## src/rtl/seq_right_rotator.sv

```systemverilog
// Multi-cycle right rotator / logical right shifter: one bit position per clock,
// valid/ready on both sides, a single operation in flight.
module seq_right_rotator #(
  parameter int WIDTH = 8,
  parameter int AMT_W = 3
) (
  input  logic             clk,
  input  logic             rst_n,
  input  logic             in_valid,
  output logic             in_ready,
  input  logic [WIDTH-1:0] in_data,
  input  logic [AMT_W-1:0] in_amt,
  input  logic             in_rot,
  output logic             out_valid,
  input  logic             out_ready,
  output logic [WIDTH-1:0] out_data,
  output logic             busy
);

  typedef enum logic [1:0] {
    S_IDLE  = 2'd0,
    S_SHIFT = 2'd1,
    S_DONE  = 2'd2
  } state_t;

  state_t           r_state;
  logic [WIDTH-1:0] r_work;
  logic [AMT_W-1:0] r_cnt;
  logic             r_mode;
  logic             r_in_ready;
  logic             r_out_valid;
  logic             r_busy;
  logic [WIDTH-1:0] r_out_data;

  logic [WIDTH-1:0] w_step;
  logic             w_accept;

  // One bit of right movement; the vacated MSB takes the old LSB only when rotating.
  function automatic logic [WIDTH-1:0] shift_one(input logic [WIDTH-1:0] d, input logic rot);
    return {rot & d[0], d[WIDTH-1:1]};
  endfunction

  assign w_step   = shift_one(r_work, r_mode);
  assign w_accept = (r_state == S_IDLE) && in_valid && r_in_ready;

  // Control path: state, counter, handshake flags and the published result.
  always_ff @(posedge clk) begin
    if (!rst_n) begin
      r_state     <= S_IDLE;
      r_cnt       <= '0;
      r_mode      <= 1'b0;
      r_in_ready  <= 1'b0;
      r_out_valid <= 1'b0;
      r_busy      <= 1'b0;
      r_out_data  <= '0;
    end else begin
      case (r_state)
        S_IDLE: begin
          r_in_ready <= 1'b1;
          if (w_accept) begin
            r_cnt      <= in_amt;
            r_mode     <= in_rot;
            r_in_ready <= 1'b0;
            r_busy     <= 1'b1;
            if (in_amt == '0) begin
              r_out_data  <= in_data;
              r_out_valid <= 1'b1;
              r_state     <= S_DONE;
            end else begin
              r_state <= S_SHIFT;
            end
          end
        end
        S_SHIFT: begin
          r_cnt <= r_cnt - AMT_W'(1);
          if (r_cnt == AMT_W'(1)) begin
            r_out_data  <= w_step;
            r_out_valid <= 1'b1;
            r_state     <= S_DONE;
          end
        end
        S_DONE: begin
          // Re-arm in_ready at the handshake edge so the very next cycle can accept.
          if (out_ready) begin
            r_out_valid <= 1'b0;
            r_busy      <= 1'b0;
            r_in_ready  <= 1'b1;
            r_state     <= S_IDLE;
          end
        end
        default: begin
          r_state     <= S_IDLE;
          r_in_ready  <= 1'b0;
          r_out_valid <= 1'b0;
          r_busy      <= 1'b0;
        end
      endcase
    end
  end

  // Working register: loaded on accept, stepped while shifting; needs no reset.
  always_ff @(posedge clk) begin
    if (w_accept) begin
      r_work <= in_data;
    end else if (r_state == S_SHIFT) begin
      r_work <= w_step;
    end
  end

  assign in_ready  = r_in_ready;
  assign out_valid = r_out_valid;
  assign out_data  = r_out_data;
  assign busy      = r_busy;

endmodule

```

## config.mk

```make
export PLATFORM = sky130hd
export DESIGN_NAME = seq_right_rotator
export DESIGN_NICKNAME = d
export VERILOG_FILES = /design/src/rtl/seq_right_rotator.sv
export SDC_FILE = /design/constraint.sdc
export NUM_CORES = 1
export LEC_CHECK = 0
export CORE_UTILIZATION = 53
export CTS_CLUSTER_SIZE = 20
export DETAILED_ROUTE_END_ITERATION = 10
export GPL_TIMING_DRIVEN = 1
export MAX_ROUTING_LAYER = met4
export PLACE_DENSITY = 0.82
export SLEW_MARGIN = 20
export SYNTH_ARGS = -nofsm -noshare
export SYNTH_HDL_FRONTEND = slang
export SYNTH_SLANG_ARGS = --single-unit
```

## constraint.sdc

```tcl
create_clock -name clk -period 2.5 [get_ports clk]
set_input_delay 0.5 -clock clk [delete_from_list [all_inputs] [get_ports clk]]
set_output_delay 0.5 -clock clk [all_outputs]
set_load 0.02 [all_outputs]
```

; ---- After elaboration in Yosys (flattened, before gate mapping)
; Index checks and enable logic that the tools add are counted.
[op_classes]
n_addsub = 1
multipliers = 0
n_shift = 0
n_div = 0
n_bitwise = 2
mux = 23
n_eq_ne = 7
magnitude_cmp = 0
n_reduce_logical = 13
[ops]
columns = cell, n
row1 = $mux W8, 5
row2 = $pmux W8 S2, 1
row3 = $pmux W1 S3, 3
row4 = $mux W2, 4
row5 = $reduce_and A4 Y1, 2
row6 = $mux W1, 7
row7 = $ne A2 B2 Y1 const B, 3
row8 = $pmux W2 S3, 1
row9 = $pmux W3 S2, 1
row10 = $reduce_and A2 Y1, 3
row11 = $reduce_and A3 Y1, 2
row12 = $reduce_bool A2 Y1, 2
row13 = $eq A3 B1 Y1 const B, 1
row14 = $logic_not A3 Y1, 1
row15 = $mux W3, 1
row16 = $sub A3 B1 Y3 const B, 1
row17 = $eq A2 B1 Y1 const B, 1
row18 = $eq A2 B2 Y1 const B, 1
row19 = $logic_and A1 B1 Y1, 2
row20 = $logic_not A2 Y1, 1
row21 = $ne A2 B1 Y1 const B, 1
row22 = $and A1 B1 Y1, 1
row23 = $not A1 Y1, 1
[word_totals]
rom_bits = 0
ramBits = 0
latch_bits = 0
register_bits = 25
out_inout_bits = 11
elab_cells = 54
n_memories = 0

; ---- Longest topological paths before layout
[depth]
ltp_word = 5
ltp_mapped = 6
depth_no_buf = 5

; ---- Least setup slack after synthesis
; Ideal clock, no wire load.
[synth_timing]
kind = flip-flop to flip-flop
from = reg r_in_ready (netlist: in_ready)
to = reg r_work[0] (enable)
setup_time_ns = 0.329
path_buffers = 1
t_required_ns = 2.171
synth_period_minus_slack_ns = 1.484
path_stages_with_launch = 4
arrival_ns = 1.155
setup_slack_ns = 1.016
cell_sequence = dfxtp_1 nand4bb_1 buf_2 nand2_1
[synth_via]
elab_chain_len = 2
[synth_lines]
columns = element, line_no
row1 = from (decl), 30  ; logic r_in_ready;
row2 = from (signal assigned), 52  ; r_in_ready <= 1'b0;
row3 = from (signal assigned), 59  ; r_in_ready <= 1'b1;
row4 = from (signal assigned), 63  ; r_in_ready <= 1'b0;
row5 = $logic_and A1 B1 Y1, 44  ; assign w_accept = (r_state == S_IDLE) && in_valid && r_in_ready;
row6 = $reduce_bool A2 Y1 (no source line), --
row7 = to (signal assigned), 104  ; r_work <= in_data;
row8 = to (signal assigned), 106  ; r_work <= w_step;
row9 = to (decl), 27  ; logic [WIDTH-1:0] r_work;
; Every way passes these cells.
; A chain may end at the register's enable or synchronous reset.

; ---- Worst setup path in the final report
[layout_timing]
from = reg r_in_ready (netlist: in_ready)
to = out in_ready
[layout_lines]
columns = element, line_no
row1 = to (decl), 10  ; output logic in_ready,
; No word-level cell between the ends.

==> flow_summary_export.csv <==
group,metric,value,unit
power,p_leak,0.593,nW
grt,track_usage,25.1,%
cells_and_area,seqCellArea,581,um^2
critical_path,cp_cell_sequence,"clkdlybuf4s50_1",
logic_synthesis,synth_cell_types,31,
min_path,worstHoldPathCells,2,
power,peakVddDrop,0.000405,V
floorplanning,io_pins,27,
timing,rsz0062_at_grt,"no",
critical_path,required,2000,ps
timing,fin_worst_skew,6.87,ps
power,p_per_area,565,nW/um^2
cells_and_area,area_growth_syn_to_layout,22.0,%
cells_and_area,multi_input_area,589,um^2
logic_synthesis,syn_area_per_cell,10.0,um^2
logic_synthesis,yosysTopAreaCellShare,26.9,%
clocking,numClockSinks,25,
grt,grt_max_degree,24,
clocking,cts_tree,"built",
clocking,worstSkewPairLatency,320,ps
clocking,cts_hold_buffers,0,
status,status,"complete, no violations",
route,drt-total-wl,2760,um
cells_and_area,nNetsFinal,170,
timing,setup_viol,0,
critical_path,cp_max_fo,5,
grt,grt_pass1_wl,4670,um
clocking,clockBufferDepth,2,
critical_path,r2r_start,"r_state[1]$_SDFFE_PN0P_",
logic_synthesis,synth_edf_count,8,
run,maxCapViolCount,0,
critical_path,cp.arrival,1390,ps
critical_path,path_buf_inv,1,
grt,grt_pass1_vias,1015,
floorplanning,initial_core_util,56.6,%
floorplanning,fp.dieH,50.8,um
route,first_iter_violations,26,
critical_path,crit_family,"buffers and inverters",
logic_synthesis,synth.area.top_cells,"dfxtp_1 (27%), edfxtp_1 (19%), a211oi_1 (8.9%)",
logic_synthesis,synth_top_area_cell,"dfxtp_1",
logic_synthesis,synth_most_common_cell,"nand2_1",
timing,tightest_slew,665,ps
critical_path,end_kind,"output pin",
timing,tns,0,ps
clocking,htreeDepth,1,
floorplanning,coreArea,2230,um^2
logic_synthesis,synthTopCellsByCount,"nand2_1 (27), dfxtp_1 (17), a211oi_1 (15), edfxtp_1 (8), mux2i_1 (7)",
cells_and_area,nFillCells,180,
grt,grt_overflow_total,0,
critical_path,criticalPathCategory,"flop to output pin",
clocking,cts_setup_buffers,0,
logic_synthesis,ys.flop_type,"dfxtp_1",
critical_path,cp-start-kind,"flop",
route,ant_nets,0,
logic_synthesis,syn_inst,126,
floorplanning,die_area,2580,um^2
timing,timing.hold.ws,471,ps
critical_path,critPathLaunch,"in_ready$_SDFFE_PN0P_",
clocking,clk_pin_slew,140,ps
cells_and_area,layoutNonFillerInstCount,179,
timing,slew-limit-headroom,55.4,%
timing,final_max_slew_viol_count,0,
logic_synthesis,yosysSeqAreaShare,45.9,%
logic_synthesis,ys_async_sr_fraction,0,%
timing,fmax,529,MHz
critical_path,ff2ff_path_depth,2,
critical_path,r2r-end,"r_work[5]$_DFFE_PP_",
logic_synthesis,yosysWarningCount,0,
critical_path,crit_path_max_incr_delay,640,ps
cells_and_area,num_antenna_cells,0,
cells_and_area,drive_above_1_share,9.27,%
route,avgViaCountPerCell,5.78,
floorplanning,die_x,50.8,um
clocking,root_buffer,"clkbuf_4",
route,drt_pass1_iterations,4,
min_path,worstHoldPathType,"flop to flop",
critical_path,critPathSlowestCell,"clkdlybuf4s50_1",
logic_synthesis,syn_area,1260,um^2
logic_synthesis,ys_seq_elements,25,
timing,hold_violations,0,
floorplanning,placementRows,17,
clocking,ctsResizeCount,0,
placement,dp.cells,175,
timing,min_period_over_period,75.6,%
timing,period_minus_slack,1890,ps
min_path,hold_end,"r_mode$_SDFFE_PN0P_",
placement,hpwl,1970,um
route,drc,0,
clocking,cts_buffers,3,
placement,place.gp.congestion,0.813,
placement,io_buffer_count,26,
route,vias,1035,
critical_path,rrSetupSlack,780,ps
min_path,worstHoldStart,"r_mode$_SDFFE_PN0P_",
grt,antenna_found_initial,0,
logic_synthesis,synth_nets,144,
route,wire_per_inst,15.4,um
## how the worst max path moves through the flow
stage,end,slack [ps],cells after the start
2_1_floorplan,r_work[0]$_DFFE_PP_,1020,3
3_3_place_gp,r_work[1]$_DFFE_PP_,540,3
3_5_place_dp,out_data[2]$_SDFFE_PN0P_,470,4
4_1_cts,in_ready,610,1
5_1_grt,in_ready,570,1
6_report,in_ready,610,1
## routing by layer
layer  global-route usage [%]  part of all wire, %  wire length [um]  vias up
li1                         -                    -                 -      507
met1                     31.7                   44              1230      497
met2                     40.9                   52              1430       27
met3                     2.98                  2.6                72        4
met4                     10.2                  1.1                30        0
met5                        -                    0                 0        -
## kinds of logic after synthesis
kind of cell,share of synthesized area (%)
AOI/OAI and AO/OA,19.9
adders and majority gates,1.98
buffers and inverters,7.42
DFF,45.9
muxes,6.73
and+or+nand+nor,18.0
## cell usage in the layout (no fill, tap or decap), types with 4 or more instances in the layout
cell type        instances
nand3_1                  4
a21oi_1                  5
clkdlybuf4s50_1         26
a211oi_1                15
edfxtp_1                 8
inv_1                    5
buf_4                    4
mux2i_1                  7
nand2b_1                 4
nand2_1                 27
dfxtp_1                 17
## final cells by class
class,instances,share of cell area (%)
tap,28,2.27
inverter,5,1.22
multi-input combinational,87,38.2
timing repair buffer,30,18.8
clock buffer,3,1.46
sequential,25,37.7
clock inverter,1,0.325
## power by group
| group | internal (mW) | switching (mW) | leakage [nW] |
|---|---|---|---|
| combinational | 0.0970 | 0.106 | 0.361 |
| clock | 0.0599 | 0.122 | 0.0177 |
| sequential | 0.462 | 0.0241 | 0.215 |
## state kept, by name (all words and copies together), names as in the netlist
name,count
r_cnt,3
out_data,8
busy,1
out_valid,1
r_state,2
in_ready,1
r_mode,1
r_work,8
## through the flow
stage | instance area (um^2) | setup slack [ps] | utilization [%] | power [mW]
after global routing | 1540 | 575 | 69.0 | 0.919
after global placement | 1510 | 542 | 67.8 | 0.689
after detailed placement | 1510 | 466 | 67.8 | 0.698
final | 1540 | 611 | 69.0 | 0.871
after CTS | 1540 | 614 | 69.0 | 0.877
after floorplan | 1260 | 1020 | - | 0.627
No activity file was read; power rests on OpenSTA's default activity.
